`config.mk`:
```
export PLATFORM = sky130hd
export DESIGN_NAME = caf_ctrl_flat
export DESIGN_NICKNAME = d
export VERILOG_FILES = /design/src/rtl/caf_ctrl_if.sv /design/src/rtl/caf_ctrl.sv /design/src/flat_wrapper.sv
export SDC_FILE = /design/constraint.sdc
export NUM_CORES = 1
export LEC_CHECK = 0
export BUFFER_PORTS_ARGS = -buffer_cell sky130_fd_sc_hd__buf_2
export CAP_MARGIN = 0
export CORE_ASPECT_RATIO = 0.8
export CORE_MARGIN = 2
export CORE_UTILIZATION = 55
export CTS_CLUSTER_DIAMETER = 60
export DETAILED_ROUTE_END_ITERATION = 8
export PLACE_DENSITY = 0.82
export REMOVE_ABC_BUFFERS = 1
export SLEW_MARGIN = 20
export SYNTH_ARGS = -nofsm -noshare
export SYNTH_HDL_FRONTEND = slang
export SYNTH_SLANG_ARGS = --single-unit
```
`constraint.sdc`:
```
create_clock -name clk -period 5.5 [get_ports clk]
set_clock_uncertainty 0.05 [all_clocks]
set_input_delay 0.55 -clock clk [delete_from_list [all_inputs] [get_ports clk]]
set_output_delay 0.55 -clock clk [all_outputs]
set_load 0.01 [all_outputs]
```
`src/rtl/caf_ctrl_if.sv`:
```
// caf_ctrl_if: handshake bundle between caf_ctrl and one x_corr instance.
//   xc_m_axis_tvalid  controller -> x_corr : sample beat valid
//   xc_s_axis_tready  x_corr -> controller : x_corr can take a sample beat
//   xc_s_axis_tvalid  x_corr -> controller : arg-max result valid
//   xc_out_max        x_corr -> controller : result magnitude
//   xc_index          x_corr -> controller : result lag index
//   xc_m_axis_tready  controller -> x_corr : controller accepts the result
// master = caf_ctrl side, slave = x_corr side.
interface caf_ctrl_if #(
   parameter int unsigned OutMaxBits        = 5,
   parameter int unsigned LengthCounterBits = 3
);
   logic                         xc_m_axis_tvalid;
   logic                         xc_s_axis_tready;
   logic                         xc_s_axis_tvalid;
   logic [OutMaxBits-1:0]        xc_out_max;
   logic [LengthCounterBits-1:0] xc_index;
   logic                         xc_m_axis_tready;

   modport master (
      output xc_m_axis_tvalid,
      output xc_m_axis_tready,
      input  xc_s_axis_tready,
      input  xc_s_axis_tvalid,
      input  xc_out_max,
      input  xc_index
   );

   modport slave (
      input  xc_m_axis_tvalid,
      input  xc_m_axis_tready,
      output xc_s_axis_tready,
      output xc_s_axis_tvalid,
      output xc_out_max,
      output xc_index
   );
endinterface

```
`src/rtl/caf_ctrl.sv`:
```
// caf_ctrl: sweeps one x_corr instance over FreqBins frequency bins and keeps the
// strongest correlation peak (magnitude, lag, bin) seen during the sweep.
//   clk         system clock, rising edge
//   reset       asynchronous active-high reset
//   start       one-cycle sweep request, honoured only while idle
//   busy        high from the cycle after an accepted start until done
//   done        one-cycle pulse at the end of a sweep
//   freq_index  current bin for the upstream frequency shifter
//   x_addr      reference sample buffer address
//   y_addr      received sample buffer address
//   best_max    largest magnitude found
//   best_index  lag index of best_max
//   best_freq   bin of best_max
//   xc          handshake bundle to x_corr (master side)
module caf_ctrl #(
   parameter int unsigned Length            = 5,
   parameter int unsigned LengthCounterBits = 3,
   parameter int unsigned FreqBins          = 4,
   parameter int unsigned FreqBits          = 2,
   parameter int unsigned OutMaxBits        = 5
) (
   input  logic                         clk,
   input  logic                         reset,
   input  logic                         start,
   output logic                         busy,
   output logic                         done,
   output logic [FreqBits-1:0]          freq_index,
   output logic [LengthCounterBits-1:0] x_addr,
   output logic [LengthCounterBits-1:0] y_addr,
   output logic [OutMaxBits-1:0]        best_max,
   output logic [LengthCounterBits-1:0] best_index,
   output logic [FreqBits-1:0]          best_freq,
   caf_ctrl_if.master                   xc
);

   localparam logic [LengthCounterBits-1:0] LastCnt  = LengthCounterBits'(Length - 1);
   localparam logic [FreqBits-1:0]          LastFreq = FreqBits'(FreqBins - 1);

   typedef enum logic [2:0] {StIdle, StFeed, StWait, StUpdate, StDone} state_e;

   state_e                       r_state,    w_state;
   logic [LengthCounterBits-1:0] r_cnt,      w_cnt;
   logic [FreqBits-1:0]          r_freq,     w_freq;
   logic                         r_first,    w_first;
   logic [OutMaxBits-1:0]        r_res_max,  w_res_max;
   logic [LengthCounterBits-1:0] r_res_idx,  w_res_idx;
   logic [OutMaxBits-1:0]        r_best_max, w_best_max;
   logic [LengthCounterBits-1:0] r_best_idx, w_best_idx;
   logic [FreqBits-1:0]          r_best_frq, w_best_frq;

   always_ff @(posedge clk or posedge reset) begin
      if (reset) begin
         r_state    <= StIdle;
         r_cnt      <= '0;
         r_freq     <= '0;
         r_first    <= 1'b0;
         r_res_max  <= '0;
         r_res_idx  <= '0;
         r_best_max <= '0;
         r_best_idx <= '0;
         r_best_frq <= '0;
      end else begin
         r_state    <= w_state;
         r_cnt      <= w_cnt;
         r_freq     <= w_freq;
         r_first    <= w_first;
         r_res_max  <= w_res_max;
         r_res_idx  <= w_res_idx;
         r_best_max <= w_best_max;
         r_best_idx <= w_best_idx;
         r_best_frq <= w_best_frq;
      end
   end

   always_comb begin
      w_state    = r_state;
      w_cnt      = r_cnt;
      w_freq     = r_freq;
      w_first    = r_first;
      w_res_max  = r_res_max;
      w_res_idx  = r_res_idx;
      w_best_max = r_best_max;
      w_best_idx = r_best_idx;
      w_best_frq = r_best_frq;
      unique case (r_state)
         StIdle: begin
            if (start) begin
               w_state = StFeed;
               w_freq  = '0;
               w_cnt   = '0;
               w_first = 1'b1;
            end
         end
         StFeed: begin
            // Counter only moves on an accepted beat, so addresses hold under backpressure.
            if (xc.xc_s_axis_tready) begin
               if (r_cnt == LastCnt) begin
                  w_cnt   = '0;
                  w_state = StWait;
               end else begin
                  w_cnt = r_cnt + 1'b1;
               end
            end
         end
         StWait: begin
            if (xc.xc_s_axis_tvalid) begin
               w_res_max = xc.xc_out_max;
               w_res_idx = xc.xc_index;
               w_state   = StUpdate;
            end
         end
         StUpdate: begin
            // Strict compare: a tie keeps the earlier bin. First bin always loads so
            // stale results from a previous sweep never survive.
            if (r_first || (r_res_max > r_best_max)) begin
               w_best_max = r_res_max;
               w_best_idx = r_res_idx;
               w_best_frq = r_freq;
            end
            w_first = 1'b0;
            if (r_freq == LastFreq) begin
               w_state = StDone;
            end else begin
               w_freq  = r_freq + 1'b1;
               w_state = StFeed;
            end
         end
         StDone: begin
            w_state = StIdle;
         end
         default: begin
            w_state = StIdle;
         end
      endcase
   end

   assign busy                = (r_state != StIdle);
   assign done                = (r_state == StDone);
   assign xc.xc_m_axis_tvalid = (r_state == StFeed);
   assign xc.xc_m_axis_tready = (r_state == StWait);
   assign freq_index          = r_freq;
   assign x_addr              = r_cnt;
   assign y_addr              = r_cnt;
   assign best_max            = r_best_max;
   assign best_index          = r_best_idx;
   assign best_freq           = r_best_frq;

endmodule

```
`src/flat_wrapper.sv`:
```
// flat-port wrapper written by rule: the top's interface ports become plain ports
module caf_ctrl_flat 
#(
   parameter int unsigned Length            = 5,
   parameter int unsigned LengthCounterBits = 3,
   parameter int unsigned FreqBins          = 4,
   parameter int unsigned FreqBits          = 2,
   parameter int unsigned OutMaxBits        = 5
)
  (clk, reset, start, busy, done, freq_index, x_addr, y_addr, best_max, best_index, best_freq, xc_xc_m_axis_tvalid, xc_xc_m_axis_tready, xc_xc_s_axis_tready, xc_xc_s_axis_tvalid, xc_xc_out_max, xc_xc_index);
  caf_ctrl_if #(.OutMaxBits(OutMaxBits), .LengthCounterBits(LengthCounterBits)) xc_i ();
  input  logic clk;
  input  logic reset;
  input  logic start;
  output logic busy;
  output logic done;
  output logic [FreqBits-1:0] freq_index;
  output logic [LengthCounterBits-1:0] x_addr;
  output logic [LengthCounterBits-1:0] y_addr;
  output logic [OutMaxBits-1:0] best_max;
  output logic [LengthCounterBits-1:0] best_index;
  output logic [FreqBits-1:0] best_freq;
  output wire logic [$bits(xc_i.xc_m_axis_tvalid)-1:0] xc_xc_m_axis_tvalid;
  output wire logic [$bits(xc_i.xc_m_axis_tready)-1:0] xc_xc_m_axis_tready;
  input wire logic [$bits(xc_i.xc_s_axis_tready)-1:0] xc_xc_s_axis_tready;
  input wire logic [$bits(xc_i.xc_s_axis_tvalid)-1:0] xc_xc_s_axis_tvalid;
  input wire logic [$bits(xc_i.xc_out_max)-1:0] xc_xc_out_max;
  input wire logic [$bits(xc_i.xc_index)-1:0] xc_xc_index;
  assign xc_xc_m_axis_tvalid = xc_i.xc_m_axis_tvalid;
  assign xc_xc_m_axis_tready = xc_i.xc_m_axis_tready;
  assign xc_i.xc_s_axis_tready = xc_xc_s_axis_tready;
  assign xc_i.xc_s_axis_tvalid = xc_xc_s_axis_tvalid;
  assign xc_i.xc_out_max = xc_xc_out_max;
  assign xc_i.xc_index = xc_xc_index;
  caf_ctrl #(.Length(Length), .LengthCounterBits(LengthCounterBits), .FreqBins(FreqBins), .FreqBits(FreqBits), .OutMaxBits(OutMaxBits)) u_core (.clk(clk), .reset(reset), .start(start), .busy(busy), .done(done), .freq_index(freq_index), .x_addr(x_addr), .y_addr(y_addr), .best_max(best_max), .best_index(best_index), .best_freq(best_freq), .xc(xc_i));
endmodule
```
==> metrics.csv <==
metric,value,unit
post_cts_setup_bufs,0,
vertical_die_dimension,48.5,microns
grt_start_max_net_pins,28,
cts.sink_count,27,
dp.cells,165,
num_vias,882,
grt_setup_unrepaired,false,
clkSlewWorstSetupHoldPaths,150,ps
setup_slack,3370,ps
grt_util_all_layers,0.183,
critPathMaxFanout,10,
synth.largest_area_cell,dfrtp_1,
worst_slew_pin_slew,898,ps
achievable-frequency,470,MHz
antenna_found_initial,0,
reg2reg_slack,3370,ps
cts_tree,built,
synth_top_area_share,0.495,
yosys_warn_count,0,
slew_viol_final,0,
synth.cells.most_frequent,"dfrtp_1, mux2_4, inv_1, ha_1, mux2_2",
fin_nets,164,
worst_slew_margin_rel,0.398,
placementRows,16,
route.final.wire_length,2240,microns
post_synthesis_cells,111,
hold-worst-slack,217,ps
final_layout_size_suffix_gt1_frac,0.401,
syn-cell-area,1360,sq um
synth_cell_types,28,
finalCriticalPeriod,2130,ps
dpl.hpwl,1770,microns
critPathRequiredTime,5680,ps
worst_r2r_startpoint,u_core.best_max[4],
critical_path.reg2reg.endpoint,u_core.best_max[2],
max_cap_violations,0,
grt_overflow_total,0,
cts_hold_buf,0,
route.antenna.remaining_nets,0,
detailedRoute.firstIterationViolations,11,
finish.cell_count_without_fillers,169,
top_level_ports,35,
residual_drc,0,
ctsRootBufferMaster,clkbuf_4,
hold_viol_final,0,
cts-buffers-inserted,3,
pwr_density_cell,500,nW/um^2
dominant_synthesized_flop_cell,dfrtp_1,
first_global_vias,897,
dieArea,2900,sq um
syn-mean-instance-area,12.3,sq um
floorplan.initialDensity,0.568,
holdCritPathClass,in2async,
synth-seq-area-share,0.495,
report.final.setup_viol,0,
fin_crit_share,0.387,
first_pass_grt_wire_length,4040,microns
cts_buffer_depth,2,
clk_latency,340,ps
insertedDiodeCount,0,
detailedPlace.worstSlack,3370,ps
worst_setup_path_start_kind,register,
die_w,59.7,microns
ys_ff_latch,27,
place_congestion,0.731,
core_area,2400,sq um
wl_per_cell,13.3,microns
io_buffers,34,
cts-htree-levels,1,
route.detailed.vias_per_inst,5.22,
fin_setup_tns,0,ps
timing.reg2reg.worst_path_depth,6,
number_of_enable_type_register_cells_in_the_synthesized_netlist,0,
yosys-top-cells-area,"dfrtp_1, mux2_4, ha_1, mux2_2, inv_1",
worstSetupStartpoint,u_core.best_max[4],
worst-endpoint-arrival,2310,ps
vdd.ir_drop.worst,0.000234,V
worst-setup-path-type,reg2reg,
critPathCaptureType,register,
cts_resized,0,
filler_cell_count,179,
p_r_area_growth_vs_syn,13.5,%
synthArstFlopShare,1.00,
total_leakage_power,0.840,nW
drt_first_pass_iters,4,
yosys.cell_count.top_type,dfrtp_1,
run_status,"finished, final reports clean",
## flip-flops by register name, indices dropped and copies added (netlist names)
| name | cells |
|---|---|
| u_core.r_state | 3 |
| u_core.best_max | 5 |
| u_core.r_res_max | 5 |
| u_core.best_index | 3 |
| u_core.x_addr | 3 |
| u_core.best_freq | 2 |
| u_core.r_res_idx | 3 |
| u_core.freq_index | 2 |
| u_core.r_first | 1 |
## stage by stage
stage | util | cell area [sq um] | power, mW
2_1_floorplan | - | 1310 | 0.573
3_3_place_gp | 0.631 | 1520 | 0.669
3_5_place_dp | 0.631 | 1520 | 0.691
4_1_cts | 0.644 | 1550 | 0.783
5_1_grt | 0.644 | 1550 | 0.838
6_report | 0.644 | 1550 | 0.774
## per-layer routing
layer,wire length (microns),up-vias,track usage
li1,-,449,-
met1,1020,416,0.243
met2,1120,14,0.295
met3,92,3,0.0561
met4,13,0,0.0333
met5,0,-,0
## logic make-up after synthesis
group / count (synthesis) / synth area share
flip-flops: 27 / 0.495
multiplexers: 20 / 0.191
buffers and inverters: 16 / 0.0624
AO/OA/AOI/OAI: 15 / 0.0697
adder cells (fa/ha/maj): 8 / 0.0734
AND/OR/NAND/NOR: 25 / 0.108
## how the worst max path moves through the flow
stage,endpoint,slack [ps],depth (start not counted)
global route,u_core.best_max[2],3250,6
global placement,u_core.best_max[3],3450,6
floorplan,u_core.best_freq[0],3490,6
detailed placement,u_core.best_freq[1],3370,6
finish,u_core.best_max[2],3370,6
CTS,u_core.best_max[2],3360,6
## placed cells by master (no fill, tap or decap)
cell type	instances
inv_1	8
a211o_1	1
nand4_1	1
nand3b_1	2
nand2b_1	1
clkinv_1	1
a211oi_1	2
a21oi_1	3
o21a_1	1
a22o_1	1
mux2_2	8
dfrtp_1	27
nor4b_1	1
ha_1	8
nand3_1	4
a21o_1	2
inv_6	1
clkbuf_4	3
nor2_1	4
nor3b_1	4
nand2_1	4
o21ai_0	5
nor3b_2	1
buf_2	34
mux2_4	10
and3_1	1
and2_1	1
or3_1	1
mux2i_1	2
## report_power, final
part / switching [mW] / internal [mW]
registers: 0.0661 / 0.273
logic: 0.161 / 0.185
clock network: 0.0600 / 0.0297
total: 0.287 / 0.487
## worst max-delay path, cell delays in order (launching register included)
cell and delay (ps):
dfrtp_1 400, inv_1 50, ha_1 320, a211oi_1 220
o21a_1 150, a211o_1 490, mux2_4 350
## area by class of cell
type                       count  area (sq um)  area share
clock buffer                   3          22.5      0.0146
clock inverter                 1          8.76     0.00566
inverter                       9          33.8      0.0218
multi-input combinational     68           603       0.390
sequential                    27           676       0.437
tap                           27          33.8      0.0218
timing repair buffer          34           170       0.110
No activity file was read; power rests on OpenSTA's default activity.
